### src/rtl/alu_exec_unit_if.sv
// Request/result bundle between the issue logic and alu_exec_unit.
// The master drives the operation; the slave returns the result and the handshake status.
interface alu_exec_unit_if #(
    parameter int unsigned WIDTH = 32
);
    logic             Start;
    logic [2:0]       ALUControl;
    logic [WIDTH-1:0] SrcA;
    logic [WIDTH-1:0] SrcB;
    logic [WIDTH-1:0] ALUResult;
    logic             Zero;
    logic             Busy;
    logic             Done;

    modport master (
        output Start, ALUControl, SrcA, SrcB,
        input  ALUResult, Zero, Busy, Done
    );

    modport slave (
        input  Start, ALUControl, SrcA, SrcB,
        output ALUResult, Zero, Busy, Done
    );
endinterface

### src/rtl/alu_exec_unit.sv
// Registered execute-stage ALU: single-cycle and/or/add/sub/slt, plus an optional
// WIDTH-step shift-add multiplier built only when ALU_MUL_EN is defined.
module alu_exec_unit #(
    parameter int unsigned WIDTH = 32
) (
    input logic           clk,
    input logic           rst_n,
    alu_exec_unit_if.slave bus
);
    localparam int unsigned CntW = (WIDTH > 1) ? $clog2(WIDTH) : 1;

    localparam logic [2:0] OpAnd = 3'b000;
    localparam logic [2:0] OpOr  = 3'b001;
    localparam logic [2:0] OpAdd = 3'b010;
    localparam logic [2:0] OpSub = 3'b100;
    localparam logic [2:0] OpSlt = 3'b110;
    localparam logic [2:0] OpMul = 3'b101;

    typedef enum logic [1:0] {StIdle, StMul, StDone} state_e;

    state_e           state_q;
    logic [WIDTH-1:0] result_q;
    logic             zero_q;
    logic             done_q;
    logic [WIDTH-1:0] op_res;

    always_comb begin
        op_res = bus.SrcA + bus.SrcB;
        case (bus.ALUControl)
            OpAnd:   op_res = bus.SrcA & bus.SrcB;
            OpOr:    op_res = bus.SrcA | bus.SrcB;
            OpAdd:   op_res = bus.SrcA + bus.SrcB;
            OpSub:   op_res = bus.SrcA - bus.SrcB;
            OpSlt:   op_res = {{(WIDTH-1){1'b0}}, ($signed(bus.SrcA) < $signed(bus.SrcB))};
            // Without the multiplier, mul retires immediately with a zero result.
            OpMul:   op_res = '0;
            default: op_res = bus.SrcA + bus.SrcB;
        endcase
    end

`ifdef ALU_MUL_EN
    localparam logic [CntW-1:0] LastStep = CntW'(WIDTH - 1);

    logic             busy_q;
    logic [WIDTH-1:0] mcand_q;
    logic [WIDTH-1:0] mplier_q;
    logic [WIDTH-1:0] acc_q;
    logic [CntW-1:0]  cnt_q;
    logic [WIDTH-1:0] acc_step;

    assign acc_step = mplier_q[0] ? (acc_q + mcand_q) : acc_q;
    assign bus.Busy = busy_q;
`else
    assign bus.Busy = 1'b0;
`endif

    always_ff @(posedge clk or negedge rst_n) begin
        if (!rst_n) begin
            state_q  <= StIdle;
            result_q <= '0;
            zero_q   <= 1'b1;
            done_q   <= 1'b0;
`ifdef ALU_MUL_EN
            busy_q   <= 1'b0;
            mcand_q  <= '0;
            mplier_q <= '0;
            acc_q    <= '0;
            cnt_q    <= '0;
`endif
        end else begin
            done_q <= 1'b0;
            case (state_q)
                StIdle, StDone: begin
                    if (bus.Start) begin
`ifdef ALU_MUL_EN
                        if (bus.ALUControl == OpMul) begin
                            mcand_q  <= bus.SrcA;
                            mplier_q <= bus.SrcB;
                            acc_q    <= '0;
                            cnt_q    <= '0;
                            busy_q   <= 1'b1;
                            state_q  <= StMul;
                        end else
`endif
                        begin
                            result_q <= op_res;
                            zero_q   <= (op_res == '0);
                            done_q   <= 1'b1;
                            state_q  <= StDone;
                        end
                    end else begin
                        state_q <= StIdle;
                    end
                end
`ifdef ALU_MUL_EN
                StMul: begin
                    // Start is deliberately not looked at here: requests during a multiply drop.
                    acc_q    <= acc_step;
                    mcand_q  <= mcand_q << 1;
                    mplier_q <= mplier_q >> 1;
                    cnt_q    <= cnt_q + CntW'(1);
                    if (cnt_q == LastStep) begin
                        result_q <= acc_step;
                        zero_q   <= (acc_step == '0);
                        done_q   <= 1'b1;
                        busy_q   <= 1'b0;
                        state_q  <= StDone;
                    end
                end
`endif
                default: state_q <= StIdle;
            endcase
        end
    end

    assign bus.ALUResult = result_q;
    assign bus.Zero      = zero_q;
    assign bus.Done      = done_q;
endmodule

### src/flat_wrapper.sv
// flat-port wrapper written by rule: the top's interface ports become plain ports
module alu_exec_unit_flat 
#(
    parameter int unsigned WIDTH = 32
)
  (clk, rst_n, bus_Start, bus_ALUControl, bus_SrcA, bus_SrcB, bus_ALUResult, bus_Zero, bus_Busy, bus_Done);
  alu_exec_unit_if #(.WIDTH(WIDTH)) bus_i ();
  input logic clk;
  input logic rst_n;
  input wire logic [$bits(bus_i.Start)-1:0] bus_Start;
  input wire logic [$bits(bus_i.ALUControl)-1:0] bus_ALUControl;
  input wire logic [$bits(bus_i.SrcA)-1:0] bus_SrcA;
  input wire logic [$bits(bus_i.SrcB)-1:0] bus_SrcB;
  output wire logic [$bits(bus_i.ALUResult)-1:0] bus_ALUResult;
  output wire logic [$bits(bus_i.Zero)-1:0] bus_Zero;
  output wire logic [$bits(bus_i.Busy)-1:0] bus_Busy;
  output wire logic [$bits(bus_i.Done)-1:0] bus_Done;
  assign bus_i.Start = bus_Start;
  assign bus_i.ALUControl = bus_ALUControl;
  assign bus_i.SrcA = bus_SrcA;
  assign bus_i.SrcB = bus_SrcB;
  assign bus_ALUResult = bus_i.ALUResult;
  assign bus_Zero = bus_i.Zero;
  assign bus_Busy = bus_i.Busy;
  assign bus_Done = bus_i.Done;
  alu_exec_unit #(.WIDTH(WIDTH)) u_core (.clk(clk), .rst_n(rst_n), .bus(bus_i));
endmodule
### config.mk
export PLATFORM = sky130hd
export DESIGN_NAME = alu_exec_unit_flat
export DESIGN_NICKNAME = d
export VERILOG_FILES = /design/src/rtl/alu_exec_unit_if.sv /design/src/rtl/alu_exec_unit.sv /design/src/flat_wrapper.sv
export SDC_FILE = /design/constraint.sdc
export NUM_CORES = 1
export LEC_CHECK = 0
export ABC_AREA = 1
export CAP_MARGIN = 15
export CORE_ASPECT_RATIO = 1.1
export CORE_MARGIN = 2
export CORE_UTILIZATION = 55
export CTS_CLUSTER_DIAMETER = 40
export DETAILED_ROUTE_END_ITERATION = 8
export DONT_BUFFER_PORTS = 1
export PLACE_DENSITY = 0.81
export SYNTH_ARGS = -nofsm -noshare
export SYNTH_HDL_FRONTEND = slang
export SYNTH_SLANG_ARGS = --single-unit
### constraint.sdc
create_clock -name clk -period 0.8 [get_ports clk]
set_input_delay 0.16 -clock clk [delete_from_list [all_inputs] [get_ports clk]]
set_output_delay 0.16 -clock clk [all_outputs]
set_load 0.01 [all_outputs]
==> impl_metrics.ini, run 1 <==
[floorplan]
die_w_um = 118
initial_utilization_pct = 56.3
rows = 45
die_h_um = 129
ioPinCount = 105

[clock_network]
clk_path_buf_depth = 2
htree_levels = 2
clockRootBuffer = clkbuf_16
cts_buffers = 5
clock_sinks = 34

[logic_synthesis]
yosysUniqueCellTypes = 33
syn_nets = 1656
synth-edff-count = 0
synth.mux.area_fraction_pct = 0
synth_top_family_by_area = simple AND/OR/NAND/NOR gates
avgSynthCellArea_um2 = 5.24
netlist_area_um2 = 7790
synth-compound-area-share_pct = 8.04
async_flop_share_pct = 100
ys_seq_elements = 34
seq_area_frac_synth_pct = 10.9
synthAdderAreaFrac_pct = 15.9
synth_top_flop_cell = dfrtp_1
yosys_warnings = 0
synthCells = 1488
synth-xor-area-share_pct = 0.337
synthSimpleGateAreaFrac_pct = 46.5

[place]
gp_congestion = 1.10
dp_hpwl_um = 28300
io_buffer_count = 0

[outcome]
error_line = [ERROR GRT-0232] Routing congestion too high. Check the congestion heatmap in the GUI.
status = stopped before the end
stop_stage = global routing

[grt]
overflow = 1314
grtUsageTotal_pct = 97.0
grt_max_degree = 44

[timing]
endpoint_type = register input
crit_endpoint = u_core.bus.Zero$_DFFE_PN1P_/D
## repair_timing
| action | CTS |
|---|---|
| setup endpoints to repair | 67 |
| setup buffers | 39 |
| endpoints found under the hold margin | 40 |
| resized for setup | 310 |
| hold buffers | 2 |
| pin swaps | 122 |
## metrics by stage
stage               instances  cell area [um^2]  setup WS [ns]  hold WS, ns
floorplan                1488              8680          -1.10       -0.136
global placement         1922             10800          -1.59       -0.135
detailed placement       1922             10800          -1.61       -0.135
CTS                      1962             12400          -1.15       -0.428
## cells by family after synthesis
| group | Yosys count |
|---|---|
| simple gates | 874 |
| fa+ha+maj | 98 |
| xor+xnor | 3 |
| flops | 34 |
| compound gates | 115 |
| buf+inv | 363 |
| other cells | 1 |
## Yosys cell counts (2+ instances only)
cell      number  area, um^2
xor2_1         3        26.3
o21a_1         2        15.0
fa_1           2        40.0
nor3_2         2        20.0
buf_2         22         110
nor3_1        18        90.1
o21ai_0       32         160
ha_1          96        1200
nand4_1       24         150
inv_1        307        1150
o22ai_1       19         119
nor2_1       131         492
o21ai_1        3        15.0
buf_1          4        15.0
clkbuf_1       8        30.0
nor2_2         7        43.8
nand3_1      132         661
nand2_2        4        25.0
buf_4          7        52.6
o21bai_1       7        52.6
and2_1         5        31.3
a211oi_1       2        15.0
inv_2         13        48.8
dfrtp_1       33         826
nand2_1      538        2020
nand3b_1      11        82.6
a21oi_1       50         250
## layer usage
metal  GRT usage, %  GRT overflow
met1           85.5            29
met3           69.9             7
met5           16.9             0
met4            113           263
met2            134          1015
==> run 2, diff against run 1 <==
--- a/config.mk
+++ b/config.mk
@@ -7,13 +7,11 @@
 export LEC_CHECK = 0
 export ABC_AREA = 1
 export CAP_MARGIN = 15
-export CORE_ASPECT_RATIO = 1.1
 export CORE_MARGIN = 2
-export CORE_UTILIZATION = 55
-export CTS_CLUSTER_DIAMETER = 40
+export CORE_UTILIZATION = 40
 export DETAILED_ROUTE_END_ITERATION = 8
 export DONT_BUFFER_PORTS = 1
-export PLACE_DENSITY = 0.81
+export PLACE_DENSITY_LB_ADDON = 0.15
 export SYNTH_ARGS = -nofsm -noshare
 export SYNTH_HDL_FRONTEND = slang
 export SYNTH_SLANG_ARGS = --single-unit
==> constraint.sdc (replaced) <==
create_clock -name clk -period 1.05 [get_ports clk]
set_input_delay 0.21 -clock clk [delete_from_list [all_inputs] [get_ports clk]]
set_output_delay 0.21 -clock clk [all_outputs]
set_load 0.01 [all_outputs]
==> run 2 against run 1 <==
Effect of this change: the flow now finishes, with violations (negative hold slack, negative setup slack); area after synthesis unchanged; synthesized cell count unchanged.
==> impl_metrics.ini, run 2 <==
[outcome]
status = finished with violations
failed_checks = negative hold slack, negative setup slack

[final_layout]
nets = 1945
post-route-util_pct = 67.6
layout_common_cells = 377 x nand2_1, 261 x buf_4, 233 x inv_1
largest_reg_flops = 32
synthToLayoutAreaGrowth_pct = 67.2
fin_cells = 2043
drive_gt1_share_pct = 45.3
final_common_cell = nand2_1
diodes = 0

[timing]
relSlewSlack_pct = 66.0
fin_worst_skew_ns = 0
hold_viol_final = 34
finalSetupViolations = 33
clock.fmax_mhz = 477
setup-tns-final_ns = -22.33
final.min_clock_period_ns = 2.10
rsz0062_at_grt = true
finalCritPeriodShare_pct = 200
slew_violations = 0
worst_pin_slew_ns = 0.504
timing.hold.ws_ns = -0.369
layout_setup_ws_ns = -1.05

[critical_path]
r2r_slack_ns = 0.29
r2r_cells = 2
crit_type = primary input to flop
required_ns = 1.27
arrival_ns = 2.31
worstPathMaxFanout = 5
startpoint_type = primary input
cp_common_cell = nand2_1
cp-end-kind = flop
crit_chain = inv_1 > ha_4 > nand2_2 > inv_1 > nand2_1 > nand2_1 > o21bai_1 > buf_4 > nand2_1 > nand3_2 > buf_4 > nor2_1 > nor2_2 > nor2_2 > buf_4 > nand2_1 > nor3_2 > nand2_1 > nand2_1
rr_endpoint = u_core.bus.Zero
crit-reg2reg-launch = u_core.bus.Zero
worst_path_largest_cell_delay_ns = 0.24
slowest_stage = ha_4

[grt]
first_global_vias = 9506
overflow = 0
grt_max_degree = 44
grt_pass1_wl_um = 49400
antenna_found_initial = 2
grtUsageTotal_pct = 31.2

[logic_synthesis]
yosysMostFrequentCell = nand2_1
synth-edff-count = 0
yosys_warnings = 0
async_flop_share_pct = 100
synth_top_flop_cell = dfrtp_1
ys_top_cells_by_area = nand2_1 26%, ha_1 15%, inv_1 15%, dfrtp_1 11%, nand3_1 8.5%
synthCells = 1488
avgSynthCellArea_um2 = 5.24
syn_nets = 1656
yosysTopAreaCell = nand2_1
synth_top_area_share_pct = 25.9
ys_seq_elements = 34
synth.top_cells.by_count = 538 x nand2_1, 307 x inv_1, 132 x nand3_1, 131 x nor2_1, 96 x ha_1
netlist_area_um2 = 7790
yosysUniqueCellTypes = 33
seq_area_frac_synth_pct = 10.9

[floorplan]
die_w_um = 144
die_h_um = 144
initial_utilization_pct = 40.4
ioPinCount = 105
fp.coreArea_um2 = 19300
rows = 51
dieArea_um2 = 20600

[drt]
ant_nets = 0
drc = 0
drtPass1Iterations = 5
routed_wl_um = 33600
via_per_inst = 5.00
wl_per_cell_um = 16.5
num_vias = 10200
drt_iter0_markers = 656

[place]
pre_cts_ws_ns = -1.55
dp_hpwl_um = 28100
dp.cells = 1988
gp_congestion = 0.975
io_buffer_count = 0

[power_and_ir_drop]
p_per_area_nw_per_um2 = 780
leakagePower_nw = 7.06
ir_drop_mv = 0.809

[clock_network]
clock_latency_ns = 0.27
cts_tree = yes
clockRootBuffer = clkbuf_16
clock_sinks = 34
htree_levels = 2
clk_pin_slew_ns = 0.05
clk_path_buf_depth = 2
hold_buffers = 1
cts_buffers = 5

[min_path]
hold_path.class = primary input to async pin

[run]
maxCapViolCount = 0
run 2: worst max path at each step:
stage | from | endpoint | slack, ns | cells past startpoint
final | bus_SrcB[15] | u_core.bus.Zero | -1.05 | 19
after global routing | bus_SrcB[7] | u_core.bus.Zero | -1.20 | 18
after CTS | bus_SrcB[7] | u_core.bus.Zero | -1.0 | 18
after floorplan | bus_SrcB[25] | u_core.bus.Zero | -0.90 | 18
after global placement | bus_SrcB[21] | u_core.bus.Zero | -1.55 | 18
after detailed placement | bus_SrcA[21] | u_core.bus.Zero | -1.55 | 18
run 2: critical path: cells and delay by family:
family	cells	cell delay [ns]
simple gates	12	1.13
buf+inv	5	0.57
fa+ha+maj	1	0.24
compound gates	1	0.16
run 2: final cells by class:
class | count | area [um^2]
timing repair buffer | 324 | 2760
clock inverter | 1 | 5.00
multi-input combinational | 1091 | 7610
sequential | 34 | 852
inverter | 321 | 1330
tap | 265 | 332
clock buffer | 7 | 143
fill | 1788 | 6240
run 2: what timing repair did:
action | in CTS | in global routing
resized for setup | 253 | 188
hold endpoints to repair | 35 | 34
cloned | 0 | 0
setup buffers | 38 | 27
pin swaps | 118 | 133
setup endpoints to repair | 33 | 34
run 2: cells by family after synthesis:
kind of cell	count (synthesis)	synth area share (%)
compound gates	115	8.04
simple gates	874	46.5
flops	34	10.9
xor+xnor	3	0.337
fa+ha+maj	98	15.9
other cells	1	0.0481
buf+inv	363	18.2
run 2: report_power, final:
part	internal [mW]	total (mW)	switching (mW)
Combinational	3.15	7.04	3.89
Sequential	1.50	1.73	0.225
Clock	0.936	1.41	0.470
Total	5.59	10.2	4.58
run 2: per-layer routing:
metal  vias up  wire, um  global-route usage [%]
met2       353     15400                    51.6
met3        56      2780                    4.77
li1       5105         -                       -
met4         0       944                    9.34
met1      4694     14500                    41.9
met5         -         0                       0
run 2: through the flow:
stage | total power, mW | hold WS, ns | instance area [um^2]
finish | 10.2 | -0.369 | 13000
global route | 10.8 | -0.377 | 13000
CTS | 9.48 | -0.374 | 12200
detailed placement | 7.30 | -0.0850 | 10900
global placement | 7.28 | -0.0850 | 10900
floorplan | 4.92 | -0.0856 | 8680
Note: power is estimated with default switching activity, not from simulation.
==> run 3, diff against run 2 <==
--- a/config.mk
+++ b/config.mk
@@ -8,10 +8,11 @@
 export ABC_AREA = 1
 export CAP_MARGIN = 15
 export CORE_MARGIN = 2
-export CORE_UTILIZATION = 40
+export CORE_UTILIZATION = 60
+export CTS_CLUSTER_SIZE = 30
 export DETAILED_ROUTE_END_ITERATION = 8
 export DONT_BUFFER_PORTS = 1
-export PLACE_DENSITY_LB_ADDON = 0.15
+export PLACE_DENSITY = 0.83
 export SYNTH_ARGS = -nofsm -noshare
 export SYNTH_HDL_FRONTEND = slang
 export SYNTH_SLANG_ARGS = --single-unit
==> run 3 against run 2 <==
Effect of this change: the run now fails in global routing; area after synthesis unchanged; synthesized cell count stayed put.
==> impl_metrics.ini, run 3 <==
[outcome]
status = stopped before the end
stop_stage = global routing
error_line = [ERROR GRT-0116] Global routing finished with congestion. Check the congestion regions in the DRC Viewer.

[logic_synthesis]
synth.top_cells.by_count = 538 x nand2_1, 307 x inv_1, 132 x nand3_1, 131 x nor2_1, 96 x ha_1
syn_nets = 1656
synth_top_area_share_pct = 25.9
yosys_warnings = 0
yosysMostFrequentCell = nand2_1
ys_top_cells_by_area = nand2_1 26%, ha_1 15%, inv_1 15%, dfrtp_1 11%, nand3_1 8.5%
synthCells = 1488
yosysUniqueCellTypes = 33
synth-edff-count = 0
netlist_area_um2 = 7790
avgSynthCellArea_um2 = 5.24
async_flop_share_pct = 100
seq_area_frac_synth_pct = 10.9
yosysTopAreaCell = nand2_1
ys_seq_elements = 34
synth_top_flop_cell = dfrtp_1

[clock_network]
clock_sinks = 34
cts_buffers = 5
clockRootBuffer = clkbuf_16
htree_levels = 2
clk_path_buf_depth = 2

[grt]
grt_pass1_wl_um = 78800
overflow = 25
first_global_vias = 14500
grtUsageTotal_pct = 72.2
grt_max_degree = 44

[floorplan]
die_w_um = 118
die_h_um = 118
initial_utilization_pct = 61.5
rows = 41
ioPinCount = 105

[place]
pre_cts_ws_ns = -1.38
dp.cells = 1870
io_buffer_count = 0
gp_congestion = 1.05
dp_hpwl_um = 26000
-- run 3: cell counts after synthesis --
Identical to the previous run, type by type.
-- run 3: cell families after synthesis --
kind of cell | count (synthesis) | share of synthesized area [%]
and+or+nand+nor | 874 | 46.5
buffers and inverters | 363 | 18.2
AOI/OAI and AO/OA | 115 | 8.04
adders and majority gates | 98 | 15.9
DFF | 34 | 10.9
xor gates and xnor gates | 3 | 0.337
other | 1 | 0.0481
-- run 3: metal layers --
metal | global-route usage [%] | GRT overflow
met1 | 69.5 | 0
met2 | 92.9 | 13
met3 | 53.9 | 1
met4 | 75.3 | 11
met5 | 19.1 | 0
-- run 3: stage by stage --
stage | hold slack [ns] | area (um^2)
floorplan | -0.0856 | 8680
global placement | -0.0850 | 10600
detailed placement | -0.0850 | 10600
CTS | -0.372 | 12100
-- run 3: repair_timing --
action                                  in CTS
hold endpoints to repair                    35
endpoints found under the setup margin      33
cloned                                       0
pin swaps                                  102
hold buffers                                 1
buffers inserted                            38
resized for setup                          300
